**src/rtl/seven_seg_pkg.sv**
```systemverilog
// Shared types for the seven-segment display path: scan FSM states and
// the decoder nibble width.
package seven_seg_pkg;
  localparam int HEX_W = 4;

  typedef enum logic [1:0] {
    IDLE  = 2'd0,
    BLANK = 2'd1,
    SHOW  = 2'd2
  } scan_state_t;
endpackage

```
**src/rtl/seven_seg_slot_timer.sv**
```systemverilog
// Per-slot cycle counter for the scan controller. Flags the last blanking
// cycle and the last cycle of the slot; wraps to zero after the slot.
module seven_seg_slot_timer #(
  parameter int SLOT_CYCLES  = 6750,
  parameter int BLANK_CYCLES = 64
) (
  input  logic clk,
  input  logic rst_n,
  input  logic clr,
  input  logic run,
  output logic blank_done,
  output logic slot_end
);
  localparam int CNT_W = $clog2(SLOT_CYCLES);

  logic [CNT_W-1:0] cnt_r;

  assign blank_done = (cnt_r == CNT_W'(BLANK_CYCLES - 1));
  assign slot_end   = (cnt_r == CNT_W'(SLOT_CYCLES - 1));

  // slot cycle counter, cleared while idle and wrapped at slot end
  always_ff @(posedge clk) begin
    if (!rst_n) begin
      cnt_r <= '0;
    end else if (clr) begin
      cnt_r <= '0;
    end else if (run) begin
      cnt_r <= slot_end ? '0 : cnt_r + CNT_W'(1);
    end else begin
      cnt_r <= cnt_r;
    end
  end
endmodule

```
**src/rtl/seven_seg_scan_ctrl.sv**
```systemverilog
// Time-multiplexed scan controller: one shared hex decoder driven across
// N_DIGITS digits with a dark guard at each slot start and per-frame snapshots.
module seven_seg_scan_ctrl
  import seven_seg_pkg::*;
#(
  parameter int N_DIGITS     = 4,
  parameter int SLOT_CYCLES  = 6750,
  parameter int BLANK_CYCLES = 64
) (
  input  logic                                               clk,
  input  logic                                               rst_n,
  input  logic                                               en_i,
  input  logic [HEX_W*N_DIGITS-1:0]                          value_i,
  input  logic [N_DIGITS-1:0]                                dp_i,
  input  logic [N_DIGITS-1:0]                                blank_i,
  output logic [HEX_W-1:0]                                   hex_o,
  output logic                                               dp_o,
  output logic [N_DIGITS-1:0]                                dig_en_n_o,
  output logic [((N_DIGITS > 1) ? $clog2(N_DIGITS) : 1)-1:0] digit_idx_o,
  output logic                                               frame_o
);
  localparam int IDX_W = (N_DIGITS > 1) ? $clog2(N_DIGITS) : 1;
  localparam logic [IDX_W-1:0] LAST_IDX = IDX_W'(N_DIGITS - 1);

  scan_state_t                state_r, state_s;
  logic [IDX_W-1:0]           idx_r, idx_s;
  logic                       load_s, frame_s, clr_s, run_s;
  logic                       blank_done_s, slot_end_s;
  logic [HEX_W*N_DIGITS-1:0]  shadow_val_r, shadow_val_s;
  logic [N_DIGITS-1:0]        shadow_dp_r, shadow_dp_s;
  logic [N_DIGITS-1:0]        shadow_blank_r, shadow_blank_s;
  logic [HEX_W-1:0]           sel_hex_s;
  logic                       sel_dp_s, sel_blank_s;
  logic [N_DIGITS-1:0]        dig_en_n_s;

  seven_seg_slot_timer #(
    .SLOT_CYCLES  (SLOT_CYCLES),
    .BLANK_CYCLES (BLANK_CYCLES)
  ) u_timer (
    .clk        (clk),
    .rst_n      (rst_n),
    .clr        (clr_s),
    .run        (run_s),
    .blank_done (blank_done_s),
    .slot_end   (slot_end_s)
  );

  // next-state, digit index and snapshot/frame control
  always_comb begin
    state_s = state_r;
    idx_s   = idx_r;
    load_s  = 1'b0;
    frame_s = 1'b0;
    clr_s   = 1'b0;
    run_s   = 1'b0;
    if (!en_i) begin
      state_s = IDLE;
      idx_s   = '0;
      clr_s   = 1'b1;
    end else begin
      case (state_r)
        IDLE: begin
          state_s = BLANK;
          idx_s   = '0;
          load_s  = 1'b1;
          clr_s   = 1'b1;
        end
        BLANK: begin
          run_s   = 1'b1;
          state_s = blank_done_s ? SHOW : BLANK;
        end
        SHOW: begin
          run_s = 1'b1;
          if (slot_end_s) begin
            state_s = BLANK;
            if (idx_r == LAST_IDX) begin
              idx_s   = '0;
              load_s  = 1'b1;
              frame_s = 1'b1;
            end else begin
              idx_s = idx_r + IDX_W'(1);
            end
          end else begin
            state_s = SHOW;
          end
        end
        default: begin
          state_s = IDLE;
          idx_s   = '0;
          clr_s   = 1'b1;
        end
      endcase
    end
  end

  // outputs are computed from next-cycle state so they register in step with it
  always_comb begin
    shadow_val_s   = load_s ? value_i : shadow_val_r;
    shadow_dp_s    = load_s ? dp_i    : shadow_dp_r;
    shadow_blank_s = load_s ? blank_i : shadow_blank_r;
    sel_hex_s      = '0;
    sel_dp_s       = 1'b0;
    sel_blank_s    = 1'b0;
    for (int k = 0; k < N_DIGITS; k++) begin
      sel_hex_s   = (idx_s == IDX_W'(k)) ? shadow_val_s[k*HEX_W +: HEX_W] : sel_hex_s;
      sel_dp_s    = (idx_s == IDX_W'(k)) ? shadow_dp_s[k]                 : sel_dp_s;
      sel_blank_s = (idx_s == IDX_W'(k)) ? shadow_blank_s[k]              : sel_blank_s;
    end
    for (int k = 0; k < N_DIGITS; k++) begin
      dig_en_n_s[k] = !((state_s == SHOW) && !sel_blank_s && (idx_s == IDX_W'(k)));
    end
  end

  // state, shadow and output registers
  always_ff @(posedge clk) begin
    if (!rst_n) begin
      state_r        <= IDLE;
      idx_r          <= '0;
      shadow_val_r   <= '0;
      shadow_dp_r    <= '0;
      shadow_blank_r <= '0;
      hex_o          <= '0;
      dp_o           <= 1'b0;
      dig_en_n_o     <= '1;
      digit_idx_o    <= '0;
      frame_o        <= 1'b0;
    end else begin
      state_r        <= state_s;
      idx_r          <= idx_s;
      shadow_val_r   <= shadow_val_s;
      shadow_dp_r    <= shadow_dp_s;
      shadow_blank_r <= shadow_blank_s;
      hex_o          <= (state_s == IDLE) ? hex_o : sel_hex_s;
      dp_o           <= (state_s == IDLE) ? dp_o  : sel_dp_s;
      dig_en_n_o     <= dig_en_n_s;
      digit_idx_o    <= idx_s;
      frame_o        <= frame_s;
    end
  end
endmodule

```
**config.mk**
```make
export PLATFORM = sky130hd
export DESIGN_NAME = seven_seg_scan_ctrl
export DESIGN_NICKNAME = d
export VERILOG_FILES = /design/src/rtl/seven_seg_pkg.sv /design/src/rtl/seven_seg_slot_timer.sv /design/src/rtl/seven_seg_scan_ctrl.sv
export SDC_FILE = /design/constraint.sdc
export NUM_CORES = 1
export LEC_CHECK = 0
export CAP_MARGIN = 5
export CORE_ASPECT_RATIO = 1.2
export CORE_MARGIN = 2
export CORE_UTILIZATION = 54
export CTS_CLUSTER_DIAMETER = 120
export DETAILED_ROUTE_END_ITERATION = 8
export GPL_ROUTABILITY_DRIVEN = 0
export HOLD_SLACK_MARGIN = 0.15
export PLACE_DENSITY = 0.85
export SETUP_SLACK_MARGIN = 0.5
export SYNTH_ARGS = -nofsm -noshare
export SYNTH_HDL_FRONTEND = slang
export SYNTH_SLANG_ARGS = --single-unit
```
**constraint.sdc**
```tcl
create_clock -name clk -period 3.41 [get_ports clk]
set_clock_uncertainty 0.1 [all_clocks]
set_input_delay 0.8525 -clock clk [delete_from_list [all_inputs] [get_ports clk]]
set_output_delay 0.8525 -clock clk [all_outputs]
set_load 0.01 [all_outputs]
```
* Word-level counts from Yosys, hierarchy flattened *
Cells that the tools add are included.

storage, ports and cells
  flip-flop bits (word level) = 51
  input port bits = 27
  word-level logic and storage cells = 70

operators by class
  bitwise operators = 1
  reductions and logical operators = 16
  eq/ne operators = 9
  muxes and demuxes = 32
  $add $sub $neg = 2

operators by type and width
  operator                 count
  $mux W4                  6
  $mux W16                 1
  $mux W1                  15
  $add A13 B1 Y13 const B  1
  $eq A13 B13 Y1 const B   1
  $eq A13 B6 Y1 const B    1
  $mux W13                 1
  $mux W2                  6
  $eq A2 B2 Y1 const B     5
  $logic_not A2 Y1         3
  $pmux W2 S3              1
  $logic_and A1 B1 Y1      5
  $logic_not A1 Y1         5
  $eq A2 B1 Y1 const B     2
  $pmux W2 S2              1
  $reduce_or A2 Y1         2
  $reduce_and A3 Y1        1
  $add A2 B1 Y2 const B    1
  $pmux W1 S2              1
  $not A1 Y1               1

* Logic depth before layout (Yosys ltp) *
  depth after elaboration = 14
  gate-level depth with buffers = 10

* Hierarchy *
From an unflattened synthesis, not the netlist that was laid out.

unflattened totals
  cells, all modules = 254
  area, all modules = 2422.3 µm²

by module, submodules not included
  module                cells an instance  area an instance (µm²)  times used  seq. area each (µm²)
  seven_seg_scan_ctrl   179                1774.2                  1           760.7
  seven_seg_slot_timer  75                 648.1                   1           260.2

* Worst setup path before layout *
No wires, ideal clock.

  path kind = register to register
  from = reg u_timer.cnt_r[0]
  to = reg hex_o[2]
  setup time = 0.117 ns
  cell stages (with the launch flop) = 10
  slack = 0.889 ns
  arrival time = 2.304 ns
  buffers on the path = 2
  cell sequence = dfxtp_1 -> ha_1 -> nand4_1 -> or4_4 -> buf_6 -> o211ai_4 -> and2_1 -> buf_4 -> a31oi_1 -> a32o_1

between the ends
  word-level cells in the longest chain between the ends = 9
  elaborated cells on any way between the ends = 22
  those cells by class = 5 x eq/ne; 15 x mux; 2 x reduce/logical

RTL lines
  what                                          RTL line                                               RTL
  from (decl)                                   seven_seg_slot_timer.sv:16                             logic [CNT_W-1:0] cnt_r;
  from (signal assigned)                        seven_seg_slot_timer.sv:28                             cnt_r <= slot_end ? '0 : cnt_r + CNT_W'(1);
  from (signal assigned)                        seven_seg_slot_timer.sv:30                             cnt_r <= cnt_r;
  $eq A13 B13 Y1                                seven_seg_slot_timer.sv:19                             assign slot_end = (cnt_r == CNT_W'(SLOT_CYCLES - 1));
  $mux W1 or $mux W2 (tied branches)            seven_seg_scan_ctrl.sv:74                              if (slot_end_s) begin
  $pmux W1 S2 or $pmux W2 S2 (tied branches)    seven_seg_scan_ctrl.sv:61                              case (state_r)
  $mux W1 or $mux W2 (tied branches)            seven_seg_scan_ctrl.sv:56                              if (!en_i) begin
  $mux W16 or $logic_not A2 Y1 (tied branches)  seven_seg_scan_ctrl.sv:98, seven_seg_scan_ctrl.sv:105
  $mux W4 (4 in series)                         seven_seg_scan_ctrl.sv:105                             sel_hex_s = (idx_s == IDX_W'(k)) ? shadow_val_s[k*HEX_W +: HEX_W] : sel_hex_s;
  to (signal assigned)                          seven_seg_scan_ctrl.sv:133                             hex_o <= (state_s == IDLE) ? hex_o : sel_hex_s;
  to (decl)                                     seven_seg_scan_ctrl.sv:16                              output logic [HEX_W-1:0] hex_o,

Several ways; a longest one is shown, not always the timed one.
A chain may end at the register's enable or synchronous reset.

* Worst setup path after layout *
  from = reg u_timer.cnt_r[8]
  to = reg hex_o[1]

The elaborated chain is that of the path after synthesis.

==> results_dict.tcl <==
set metrics [dict create \
    final_common_cell "dfxtp_1" \
    cts_hold_buf 0 \
    grt_pass1_vias 2326 \
    cts.path.max_buffers 2 \
    drv_cap 0 \
    grt_pass1_wl_um 10700 \
    cts_max_level 2 \
    r2r_cells 6 \
    first_pass_iters 4 \
    critPathKind "reg -> reg" \
    dr.first_iter.drc_count 155 \
    hp-start "u_timer.cnt_r[0]" \
    fin_cells 395 \
    start_kind "flip-flop" \
    portBuffers 38 \
    place_ws_ns 0.270 \
    r2r_slack_ns 0.61 \
    initial_utilization_pct 55.4 \
    synth_edf_count 0 \
    hpwl_um 4490 \
    cp_max_fo 9 \
    pin_count 39 \
    nets 368 \
    vias 2366 \
    gr-total-overflow 0 \
    area_delta_synth_final_pct 21.1 \
    synth-seq-area-share_pct 37.8 \
    avgSynthCellArea_um2 8.97 \
    ys_ff_latch 51 \
    dieWidth_um 68.5 \
    clk_pin_slew_worst_paths_ns 0.09 \
    final_cell_mix "dfxtp_1, clkdlybuf4s50_1, nand2_1" \
    hold_path_depth 1 \
    placed_area_um2 3090 \
    wl_per_cell_um 16.3 \
    synthFlopType "dfxtp_1" \
    worst_pin_slew_ns 0.668 \
    syn_inst 301 \
    cp.arrival_ns 2.90 \
    rows 28 \
    avgViaCountPerCell 5.99 \
    place_inst 384 \
    cts.sinks 51 \
    wirelength_um 6430 \
    netlist_area_um2 2700 \
    synth_cell_types 48 \
    cts-root-buf "clkbuf_8" \
    slew_headroom_pct 55.5 \
    hold_violations 0 \
    clock_latency_ns 0.31 \
    ys_warn_count 0 \
    track_usage_pct 25.4 \
    antenna_cells 0 \
    cts_tree "built" \
    irDropWorstVdd_mv 0.255 \
    worstSetupEndpointType "flip-flop" \
    min_to "u_timer.cnt_r[0]" \
    period_minus_slack_ns 2.80 \
    power_per_cell_area_nw_per_um2 390 \
    drive_gt1_share_pct 8.06 \
    ant_nets 0 \
    die_area_um2 5580 \
    drc_errors 0 \
    worst_r2r_endpoint "hex_o[1]" \
    core-area_um2 4870 \
    crit_required_ns 3.50 \
    antenna_found_initial 0 \
    fin_ws_ns 0.607 \
    p_leak_uw 0.00123 \
    drv_slew 0 \
    cts_buffers 5 \
    die-height_um 81.4 \
    fin_crit_sh_pct 82.2 \
    hp-class "reg -> reg" \
    setup_tns_ns 0 \
    syn_nets 335 \
    rsz0062_at_grt "false" \
    reg2reg_from "u_timer.cnt_r[8]" \
    async_reset_ff_share_pct 0 \
    max_freq_ghz 0.357 \
    grt_max_degree 29 \
    setup_viol 0 \
    run_status "finished, final reports clean" \
    finalInstanceArea_um2 3270 \
]
## worst max-delay path, cell delays in order, from the launching register on
cell and delay, ns:
dfxtp_1 0.36, or3_1 0.53, or4_4 0.63, o211ai_4 0.37, and2_2 0.30, a22oi_1 0.10, a32o_1 0.29
## synthesized netlist by cell type (all sizes together) (7+ instances only)
master / n / area (um^2)
nand3: 7 / 35.0
dfxtp: 51 / 1020
nand2: 26 / 97.6
clkbuf: 12 / 45.0
nand4: 7 / 43.8
and2: 10 / 62.6
xor2: 7 / 61.3
ha: 7 / 87.6
mux2i: 20 / 200
a21oi: 9 / 45.0
and3: 8 / 50.1
buf: 8 / 53.8
nor2b: 25 / 156
nor2: 24 / 92.6
## cell families (layout without fill, tap and decap cells)
family          count (synthesis)  after routing  synth area share, %
compound gates                 60             60                 17.8
simple gates                  129            129                 26.4
flops                          51             51                 37.8
xor+xnor                        9              9                 2.92
buf+inv                        25             59                 4.36
fa+ha+maj                       7              7                 3.25
mux                            20             20                 7.42
## registers in the layout, summed over array words and instances, names as in the netlist, 2 cells and up
| name | cells |
|---|---|
| dig_en_n_o | 4 |
| hex_o | 4 |
| idx_r | 2 |
| shadow_blank_r | 4 |
| shadow_dp_r | 4 |
| shadow_val_r | 16 |
| state_r | 2 |
| u_timer.cnt_r | 13 |
## stage by stage
stage               utilization (%)  hold WS, ns  total power (uW)
floorplan                         -        0.334               731
global placement               63.5        0.348               790
detailed placement             63.5        0.359               794
CTS                            66.2        0.381              1280
global route                   67.1        0.407              1330
finish                         67.1        0.380              1270
## routing by layer
metal,wire [um],track usage [%],vias up
met4,97,10.4,0
met1,2660,30.9,1115
met2,3280,42.3,80
met3,393,6.16,12
li1,-,-,1159
met5,0,0,-
## how the worst max path moves through the flow
stage                           from        to  slack, ns  depth (start not counted)
floorplan           u_timer.cnt_r[0]  hex_o[2]       0.89                          9
global placement                en_i      dp_o       0.43                          7
detailed placement              en_i  hex_o[0]       0.27                          7
CTS                 u_timer.cnt_r[0]  hex_o[1]       0.51                          7
global route        u_timer.cnt_r[8]  hex_o[1]       0.52                          6
finish              u_timer.cnt_r[8]  hex_o[1]       0.61                          6
## where the power goes
part           internal (uW)  total, uW  leakage, uW  switching (uW)
Sequential               618        631     0.000416            12.2
Combinational           82.8        156     0.000744            72.9
Clock                    293        488    0.0000654             195
Total                    994       1270      0.00123             280
## area by class of cell
| cell class | count | area (um^2) |
|---|---|---|
| Inverter | 5 | 22.5 |
| Multi-Input combinational cell | 225 | 1580 |
| Clock buffer | 6 | 72.6 |
| Clock inverter | 2 | 60.1 |
| Sequential cell | 51 | 1020 |
| Fill cell | 394 | 1600 |
| Timing Repair Buffer | 46 | 443 |
| Tap cell | 60 | 75.1 |
## timing repair
action / in CTS / in global routing
endpoints found under the setup margin: 0 / 13
buffers inserted: 0 / 3
gates resized for setup: 0 / 7
(Power assumes the default switching activity.)
